`config.mk`:
```
export PLATFORM = sky130hd
export DESIGN_NAME = vram_arbiter
export DESIGN_NICKNAME = d
export VERILOG_FILES = /design/src/rtl/vram_arbiter.sv
export SDC_FILE = /design/constraint.sdc
export NUM_CORES = 1
export LEC_CHECK = 0
export ABC_AREA = 1
export CORE_MARGIN = 2
export CORE_UTILIZATION = 43
export CTS_CLUSTER_DIAMETER = 120
export CTS_CLUSTER_SIZE = 25
export DETAILED_ROUTE_END_ITERATION = 12
export MAX_ROUTING_LAYER = met4
export PLACE_DENSITY_LB_ADDON = 0.25
export SLEW_MARGIN = 10
export SYNTH_ARGS = -nofsm -noshare
export SYNTH_HDL_FRONTEND = slang
export SYNTH_SLANG_ARGS = --single-unit
```
`constraint.sdc`:
```
create_clock -name clk -period 2.84 [get_ports clk]
set_clock_uncertainty 0.05 [all_clocks]
set_input_delay 0.426 -clock clk [delete_from_list [all_inputs] [get_ports clk]]
set_output_delay 0.426 -clock clk [all_outputs]
set_load 0.02 [all_outputs]
```
`src/rtl/vram_arbiter.sv`:
```
// Video RAM arbiter: display refresh owns every visible p_tick cycle, the host
// read/write port gets all remaining cycles of the single-port synchronous RAM.
module vram_arbiter #(
  parameter int FB_W   = 160,
  parameter int FB_H   = 120,
  parameter int SCALE  = 4,
  parameter int DATA_W = 8,
  parameter int ADDR_W = 15
) (
  input  logic              clk,
  input  logic              reset,
  input  logic              p_tick,
  input  logic              video_on,
  input  logic [9:0]        pixel_x,
  input  logic [9:0]        pixel_y,
  input  logic              host_req,
  input  logic              host_we,
  input  logic [ADDR_W-1:0] host_addr,
  input  logic [DATA_W-1:0] host_wdata,
  output logic              host_ack,
  output logic [DATA_W-1:0] host_rdata,
  output logic              ram_en,
  output logic              ram_we,
  output logic [ADDR_W-1:0] ram_addr,
  output logic [DATA_W-1:0] ram_wdata,
  input  logic [DATA_W-1:0] ram_rdata,
  output logic [DATA_W-1:0] pix_data
);

  localparam int              SHIFT   = $clog2(SCALE);
  localparam int              PROD_W  = 10 + $clog2(FB_W) + 1;
  localparam logic [ADDR_W:0] FB_SIZE = (ADDR_W + 1)'(FB_W * FB_H);

  typedef enum logic [1:0] {IDLE, WAIT, RDWAIT, ACK} state_t;

  state_t state, next_state;

  logic              disp_slot, blank_slot;
  logic              disp_d, blank_d;
  logic [9:0]        col_q, row_q;
  logic [ADDR_W-1:0] disp_addr;
  logic              accept, host_issue;
  logic              cmd_we, cmd_oor;
  logic [ADDR_W-1:0] cmd_addr;
  logic [DATA_W-1:0] cmd_wdata;

  // Constant multiply by FB_W as a sum of shifted copies of the row index.
  function automatic logic [PROD_W-1:0] times_fb_w(input logic [9:0] row);
    logic [PROD_W-1:0] acc;
    acc = '0;
    for (int i = 0; i < PROD_W; i++)
      if (FB_W[i]) acc = acc + (PROD_W'(row) << i);
    return acc;
  endfunction

  assign disp_slot  = p_tick & video_on;
  assign blank_slot = p_tick & ~video_on;
  assign col_q      = pixel_x >> SHIFT;
  assign row_q      = pixel_y >> SHIFT;
  assign disp_addr  = ADDR_W'(times_fb_w(row_q) + PROD_W'(col_q));

  assign accept  = (state == IDLE) && host_req;
  assign cmd_oor = ({1'b0, cmd_addr} >= FB_SIZE);

  // NOTE: every output and next_state gets a default first so no path leaves
  // a value unassigned, which would otherwise infer a latch.
  always_comb begin
    next_state = state;
    host_issue = 1'b0;
    ram_en     = 1'b0;
    ram_we     = 1'b0;
    ram_addr   = '0;
    ram_wdata  = '0;
    host_ack   = 1'b0;

    case (state)
      IDLE:    if (host_req) next_state = WAIT;
      WAIT:    if (!disp_slot) begin
                 host_issue = 1'b1;
                 next_state = cmd_we ? ACK : RDWAIT;
               end
      RDWAIT:  next_state = ACK;
      ACK:     next_state = IDLE;
      default: next_state = IDLE;
    endcase

    // Display and host issue are mutually exclusive: WAIT only issues off-slot.
    if (!reset) begin
      host_ack = (state == ACK);
      if (disp_slot) begin
        ram_en   = 1'b1;
        ram_addr = disp_addr;
      end else if (host_issue && !cmd_oor) begin
        ram_en    = 1'b1;
        ram_we    = cmd_we;
        ram_addr  = cmd_addr;
        ram_wdata = cmd_we ? cmd_wdata : '0;
      end
    end
  end

  // NOTE: sequential state uses non-blocking assignments so every register
  // samples the pre-edge values regardless of statement order.
  always_ff @(posedge clk) begin
    if (reset) begin
      state      <= IDLE;
      disp_d     <= 1'b0;
      blank_d    <= 1'b0;
      pix_data   <= '0;
      host_rdata <= '0;
    end else begin
      state   <= next_state;
      disp_d  <= disp_slot;
      blank_d <= blank_slot;
      if (disp_d)       pix_data <= ram_rdata;
      else if (blank_d) pix_data <= '0;
      if (state == RDWAIT) host_rdata <= cmd_oor ? '0 : ram_rdata;
    end
  end

  // NOTE: the command holding registers carry no reset; they are only read
  // in WAIT/RDWAIT, which are reachable only after a fresh accept.
  always_ff @(posedge clk) begin
    if (accept) begin
      cmd_we    <= host_we;
      cmd_addr  <= host_addr;
      cmd_wdata <= host_wdata;
    end
  end

endmodule

```
; ---- After elaboration in Yosys (flattened, before gate mapping)
; Cells that the tools add are included.
[classes]
addsub = 2
mul = 0
div_mod_pow = 0
n_lt_le_gt_ge = 1
eq_ne = 5
shifts = 0
mux = 23
bitwise_logic = 3
reduce_logical = 6
[ops]
columns = operator, n
row1 = $mux 8, 7
row2 = $mux 15, 3
row3 = $add 13x15->15, 1
row4 = $add 15x8->15, 1
row5 = $ge 15x15->1 const B, 1
row6 = $mux 1, 10
row7 = $pmux 2 s4, 1
row8 = $eq 2x2->1 const B, 2
row9 = $mux 2, 2
row10 = $ne 2x2->1 const B, 2
row11 = $and 1x1->1, 2
row12 = $eq 2x1->1 const B, 1
row13 = $logic_and 1x1->1, 2
row14 = $logic_not 2->1, 1
row15 = $reduce_and 2->1, 1
row16 = $reduce_bool 2->1, 1
row17 = $logic_not 1->1, 1
row18 = $not 1->1, 1
[word_totals]
reg_bits = 44
latchBits = 0
ram_bits = 0
romBits = 0
mem_count = 0

; ---- Logic depth before layout (Yosys ltp)
[depth]
depth_word = 7
mapped_depth = 13

; ---- Worst setup path after synthesis
; Ideal clock, no wire load.
[synth_timing]
path_kind = input to output
from = in pixel_x[9]
to = out ram_addr[12]
arrival_time_ns = 2.176
t_required_ns = 2.364
setup_slack_ns = 0.188
path_stages = 10
path_cell_list = inv_1 > fa_1 > fa_1 > inv_1 > nand3_1 > nand2_1 > nand2_1 > a21oi_1 > nor2_1 > nor2_1
[synth_via]
elab_chain_cells = 3
[synth_rtl]
columns = element, line
row1 = "start, declared", 14  ; input logic [9:0] pixel_x,
row2 = $add 15x8->15, 60  ; assign disp_addr = ADDR_W'(times_fb_w(row_q) + PROD_W'(col_q));
row3 = $mux 15, 90  ; if (disp_slot) begin
row4 = $mux 15, 88  ; if (!reset) begin
row5 = "end, declared", 24  ; output logic [ADDR_W-1:0] ram_addr,
; Every way passes these cells.

; ---- Worst setup path after layout
[layout_timing]
from = in pixel_y[6]
to = out ram_addr[10]
[layout_via]
elab_chain_cells = 4
[layout_rtl]
columns = element, line
row1 = "start, declared", 15  ; input logic [9:0] pixel_y,
row2 = $add 13x15->15, 52  ; if (FB_W[i]) acc = acc + (PROD_W'(row) << i);
row3 = $add 15x8->15, 60
row4 = $mux 15, 90
row5 = $mux 15, 88
; Every way passes these cells.

==> flow_summary.html <==
<table>
<tr><th>Metric</th><th>Value</th></tr>
<tr><th colspan="2">Clock network</th></tr>
<tr><td>Maximum root-to-sink buffer count</td><td>2</td></tr>
<tr><td>Latest clock arrival within the worst-skew pair</td><td>0.29 ns</td></tr>
<tr><td>H-Tree Level Count</td><td>2</td></tr>
<tr><td>Number of buffers added by the clock tree synthesis step</td><td>5</td></tr>
<tr><td>Number of buffers inserted for hold repair after clock tree synthesis</td><td>0</td></tr>
<tr><td>TritonCTS clock tree</td><td>done</td></tr>
<tr><td>Buffer cell driving the clock tree root</td><td>clkbuf_8</td></tr>
<tr><td>Total number of clock tree sinks</td><td>44</td></tr>
<tr><td>Register clock-pin slew on the reported worst setup and hold paths</td><td>0.07 ns</td></tr>
<tr><th colspan="2">Critical path</th></tr>
<tr><td>Type of destination of the critical path</td><td>output port</td></tr>
<tr><td>Worst flop-to-flop path endpoint</td><td>cmd_wdata[1]</td></tr>
<tr><td>Top delay family on crit path</td><td>buffers and inverters</td></tr>
<tr><td>Critical Path, Cell by Cell</td><td>clkdlybuf4s50_1 -&gt; ha_1 -&gt; ha_4 -&gt; a21oi_2 -&gt; nand2_4 -&gt; buf_4 -&gt; xnor2_1 -&gt; a21oi_2 -&gt; buf_2</td></tr>
<tr><td>Startpoint type of the worst setup path</td><td>input pin</td></tr>
<tr><td>Crit path top cell by count</td><td>a21oi_2</td></tr>
<tr><td>FF-to-FF path depth</td><td>5</td></tr>
<tr><td>Crit Path Category</td><td>input pin to output port</td></tr>
<tr><td>Minimum setup slack among reg-to-reg paths</td><td>1.39 ns</td></tr>
<tr><td>Delay contributed by the slowest stage of the critical path</td><td>0.44 ns</td></tr>
<tr><td>Data required time at the worst endpoint</td><td>2.36 ns</td></tr>
<tr><td>Origin of the critical flop-to-flop path</td><td>state[1]</td></tr>
<tr><td>Max stage delay cell, worst path</td><td>clkdlybuf4s50_1</td></tr>
<tr><td>Signal arrival time at the worst endpoint</td><td>2.34 ns</td></tr>
<tr><td>Buf+Inv Stages, Crit Path</td><td>3</td></tr>
<tr><td>Worst Path Max Fanout</td><td>4</td></tr>
<tr><th colspan="2">Global route</th></tr>
<tr><td>Largest net degree at the start of global routing</td><td>25</td></tr>
<tr><td>Vias in the first global route</td><td>2,081</td></tr>
<tr><td>Total overflow reported by the global router</td><td>0</td></tr>
<tr><td>Wire length of the first global-routing pass</td><td>9.170 mm</td></tr>
<tr><td>Antenna violations before repair</td><td>0</td></tr>
<tr><td>GR Util All Layers</td><td>18.92%</td></tr>
<tr><th colspan="2">Die</th></tr>
<tr><td>Die height</td><td>79.60 µm</td></tr>
<tr><td>Area of the die</td><td>0.006335 mm²</td></tr>
<tr><td>Core ar.</td><td>0.005507 mm²</td></tr>
<tr><td>Total I/O pin count</td><td>99</td></tr>
<tr><td>Initial Util</td><td>44.63%</td></tr>
<tr><td>Floorplan die width</td><td>79.60 µm</td></tr>
<tr><td>Row cnt</td><td>27</td></tr>
<tr><th colspan="2">STA</th></tr>
<tr><td>Actual slew at the worst max-slew pin</td><td>0.4790 ns</td></tr>
<tr><td>Number of failing setup endpoints in the final timing report</td><td>0</td></tr>
<tr><td>Min cycle time layout</td><td>2.820 ns</td></tr>
<tr><td>Highest Clock Rate</td><td>354.6 MHz</td></tr>
<tr><td>Final Hold Fails</td><td>0</td></tr>
<tr><td>Slew Viols, Final</td><td>0</td></tr>
<tr><td>Fin crit share</td><td>99.29%</td></tr>
<tr><td>Minimum hold slack</td><td>0.4105 ns</td></tr>
<tr><td>Relative slew slack</td><td>67.95%</td></tr>
<tr><td>Worst Setup Slack, final</td><td>0.02003 ns</td></tr>
<tr><th colspan="2">Drt</th></tr>
<tr><td>WL per Instance</td><td>11.96 µm</td></tr>
<tr><td>Via-per-instance ratio</td><td>4.640</td></tr>
<tr><td>Total wire length after detailed routing</td><td>5.741 mm</td></tr>
<tr><td>Via count</td><td>2,227</td></tr>
<tr><td>Remaining antenna violation count after routing</td><td>0</td></tr>
<tr><td>Total DRC errors in the routed layout</td><td>0</td></tr>
<tr><td>Iteration count of the initial detailed-routing pass</td><td>4</td></tr>
<tr><td>1st-iter DRT viols</td><td>74</td></tr>
<tr><th colspan="2">Placed design</th></tr>
<tr><td>Total of buffers placed on input and output ports</td><td>94</td></tr>
<tr><td>Placer Congestion</td><td>0.8593</td></tr>
<tr><td># placed instances</td><td>471</td></tr>
<tr><td>Worst slack at placement</td><td>-0.8433 ns</td></tr>
<tr><td>Detailed-placement wirelength estimate</td><td>4.314 mm</td></tr>
<tr><td>Standard cell area after detailed placement</td><td>0.003618 mm²</td></tr>
<tr><th colspan="2">Layout</th></tr>
<tr><td>Post-synthesis to final-layout area growth</td><td>54.02%</td></tr>
<tr><td>Layout cell share with drive strength beyond 1</td><td>20.10%</td></tr>
<tr><td>Most common cell after layout, fill and taps aside</td><td>clkdlybuf4s50_1</td></tr>
<tr><td>Post-Layout Cell Count</td><td>480</td></tr>
<tr><td>Cell area after layout</td><td>0.003785 mm²</td></tr>
<tr><td>Antenna Diode Count</td><td>0</td></tr>
<tr><td>Final layout net count</td><td>486</td></tr>
<tr><td>Most frequent cells in the layout</td><td>76 x clkdlybuf4s50_1, 60 x nand2_1, 42 x inv_1</td></tr>
<tr><th colspan="2">Worst hold path</th></tr>
<tr><td>Hold Path Cell Cnt</td><td>2</td></tr>
<tr><td>Launch point of the worst hold path</td><td>pix_data[6]</td></tr>
<tr><td>Path class of the lowest-slack min-delay path</td><td>flip-flop to flip-flop</td></tr>
<tr><td>Hold endpoint</td><td>pix_data[6]</td></tr>
<tr><th colspan="2">Synthesis</th></tr>
<tr><td>Number of warnings printed during yosys synthesis</td><td>0</td></tr>
<tr><td>Synthesized netlist cell count</td><td>291</td></tr>
<tr><td>Number of distinct standard cells referenced by the synthesized netlist</td><td>28</td></tr>
<tr><td>Post-synthesis net count</td><td>370</td></tr>
<tr><td>Fraction of the yosys area taken by sequential cells</td><td>45.62%</td></tr>
<tr><td>Mean instance size in the synthesized netlist</td><td>8.445 µm²</td></tr>
<tr><td>Post-synthesis register bit count</td><td>44</td></tr>
<tr><td>Synth Cell Area</td><td>0.002457 mm²</td></tr>
<tr><th colspan="2">Pwr</th></tr>
<tr><td>Worst voltage drop across the vdd grid</td><td>0.4115 mV</td></tr>
<tr><td>Total power of the final layout</td><td>2.125 mW</td></tr>
<tr><td>Lkg Pwr</td><td>1.714 nW</td></tr>
<tr><td>Cell area power density</td><td>561.5 mW/mm²</td></tr>
<tr><th colspan="2">Run</th></tr>
<tr><td>Maxcap violations</td><td>0</td></tr>
<tr><th colspan="2">Outcome</th></tr>
<tr><td>Result of the run</td><td>finished clean</td></tr>
</table>
cells in the mapped netlist:
master | count | area share, %
buf_1 | 1 | 0.15
edfxtp_1 | 24 | 29
xnor2_1 | 2 | 0.71
or2_2 | 1 | 0.25
a21oi_1 | 26 | 5.3
and2_1 | 1 | 0.25
nor2_1 | 30 | 4.6
buf_2 | 2 | 0.41
o21ai_2 | 3 | 1.1
o22ai_1 | 1 | 0.25
nand2_4 | 2 | 0.92
nand3_2 | 1 | 0.41
nand2_1 | 65 | 9.9
clkbuf_1 | 2 | 0.31
inv_1 | 47 | 7.2
nand2_2 | 2 | 0.51
inv_4 | 1 | 0.25
fa_1 | 2 | 1.6
nor2_4 | 2 | 0.92
inv_2 | 3 | 0.46
a21oi_2 | 2 | 0.71
o21ai_0 | 18 | 3.7
buf_6 | 1 | 0.46
nor3_2 | 2 | 0.81
nand3_1 | 8 | 1.6
nand3_4 | 2 | 1.4
ha_1 | 20 | 10
dfxtp_1 | 20 | 16
layer usage:
metal / track usage [%] / part of all wire (%) / wire length (µm)
met1: 24.03 / 45 / 2581
met2: 30.59 / 48 / 2749
met3: 4.186 / 6.1 / 350
met4: 5.172 / 1.0 / 59
met5: - / 0 / 0
worst register-to-register path, cell delays in order (launching register included):
cell and delay, ns:
dfxtp_1 0.33, inv_1 0.14, ha_1 0.20, nand2_1 0.05
inv_1 0.05, buf_4 0.29
stage by stage:
step / util (%) / TNS (ns)
final: 68.73 / 0
after global routing: 68.73 / -0.06119
after CTS: 67.39 / 0
after detailed placement: 65.71 / -5.665
after global placement: 65.71 / -5.181
after floorplan: - / 0
layout make-up:
| type | instances | area [µm²] |
|---|---|---|
| Fill cell | 438 | 1722 |
| Clock buffer | 7 | 76.32 |
| Sequential cell | 44 | 1121 |
| Multi-Input combinational cell | 190 | 1227 |
| Clock inverter | 1 | 5.005 |
| Timing Repair Buffer | 115 | 1071 |
| Tap cell | 72 | 90.09 |
| Inverter | 51 | 193.9 |
where the power goes:
part	leakage [nW]	switching, mW	total [mW]	internal [mW]
Combinational	1.28	0.479	0.867	0.388
Clock	0.0422	0.192	0.364	0.172
Sequential	0.391	0.0641	0.894	0.830
Total	1.71	0.735	2.13	1.39
kinds of logic (layout without fill, tap and decap cells):
group | Yosys count | in the layout | synth area share, %
AOI/OAI and AO/OA | 50 | 50 | 11.00
xor gates and xnor gates | 2 | 2 | 0.7130
adders and majority gates | 22 | 22 | 11.81
buffers and inverters | 57 | 174 | 9.216
DFF | 44 | 44 | 45.62
and+or+nand+nor | 116 | 116 | 21.64
registers in the layout, indices dropped and copies added, names as in the netlist:
register    count
cmd_we          1
blank_d         1
pix_data        8
state           2
host_rdata      8
cmd_addr       15
cmd_wdata       8
disp_d          1
how the worst max path moves through the flow:
stage          cells past startpoint  slack [ns]        from           end
2_1_floorplan                     10        0.19  pixel_x[9]  ram_addr[12]
3_3_place_gp                      12       -0.77  pixel_y[2]  ram_addr[12]
3_5_place_dp                      12       -0.84  pixel_y[2]  ram_addr[12]
4_1_cts                            9        0.04    state[1]   ram_addr[5]
5_1_grt                            9       -0.03  pixel_y[6]  ram_addr[10]
6_report                           9        0.02  pixel_y[6]  ram_addr[10]
repair_timing:
action                     4_1_cts  5_1_grt
gates resized for setup         50       26
pin swaps                       10        7
cloned                           0        0
setup buffers                    1        0
setup endpoints to repair        9       10
(Power assumes the default switching activity.)
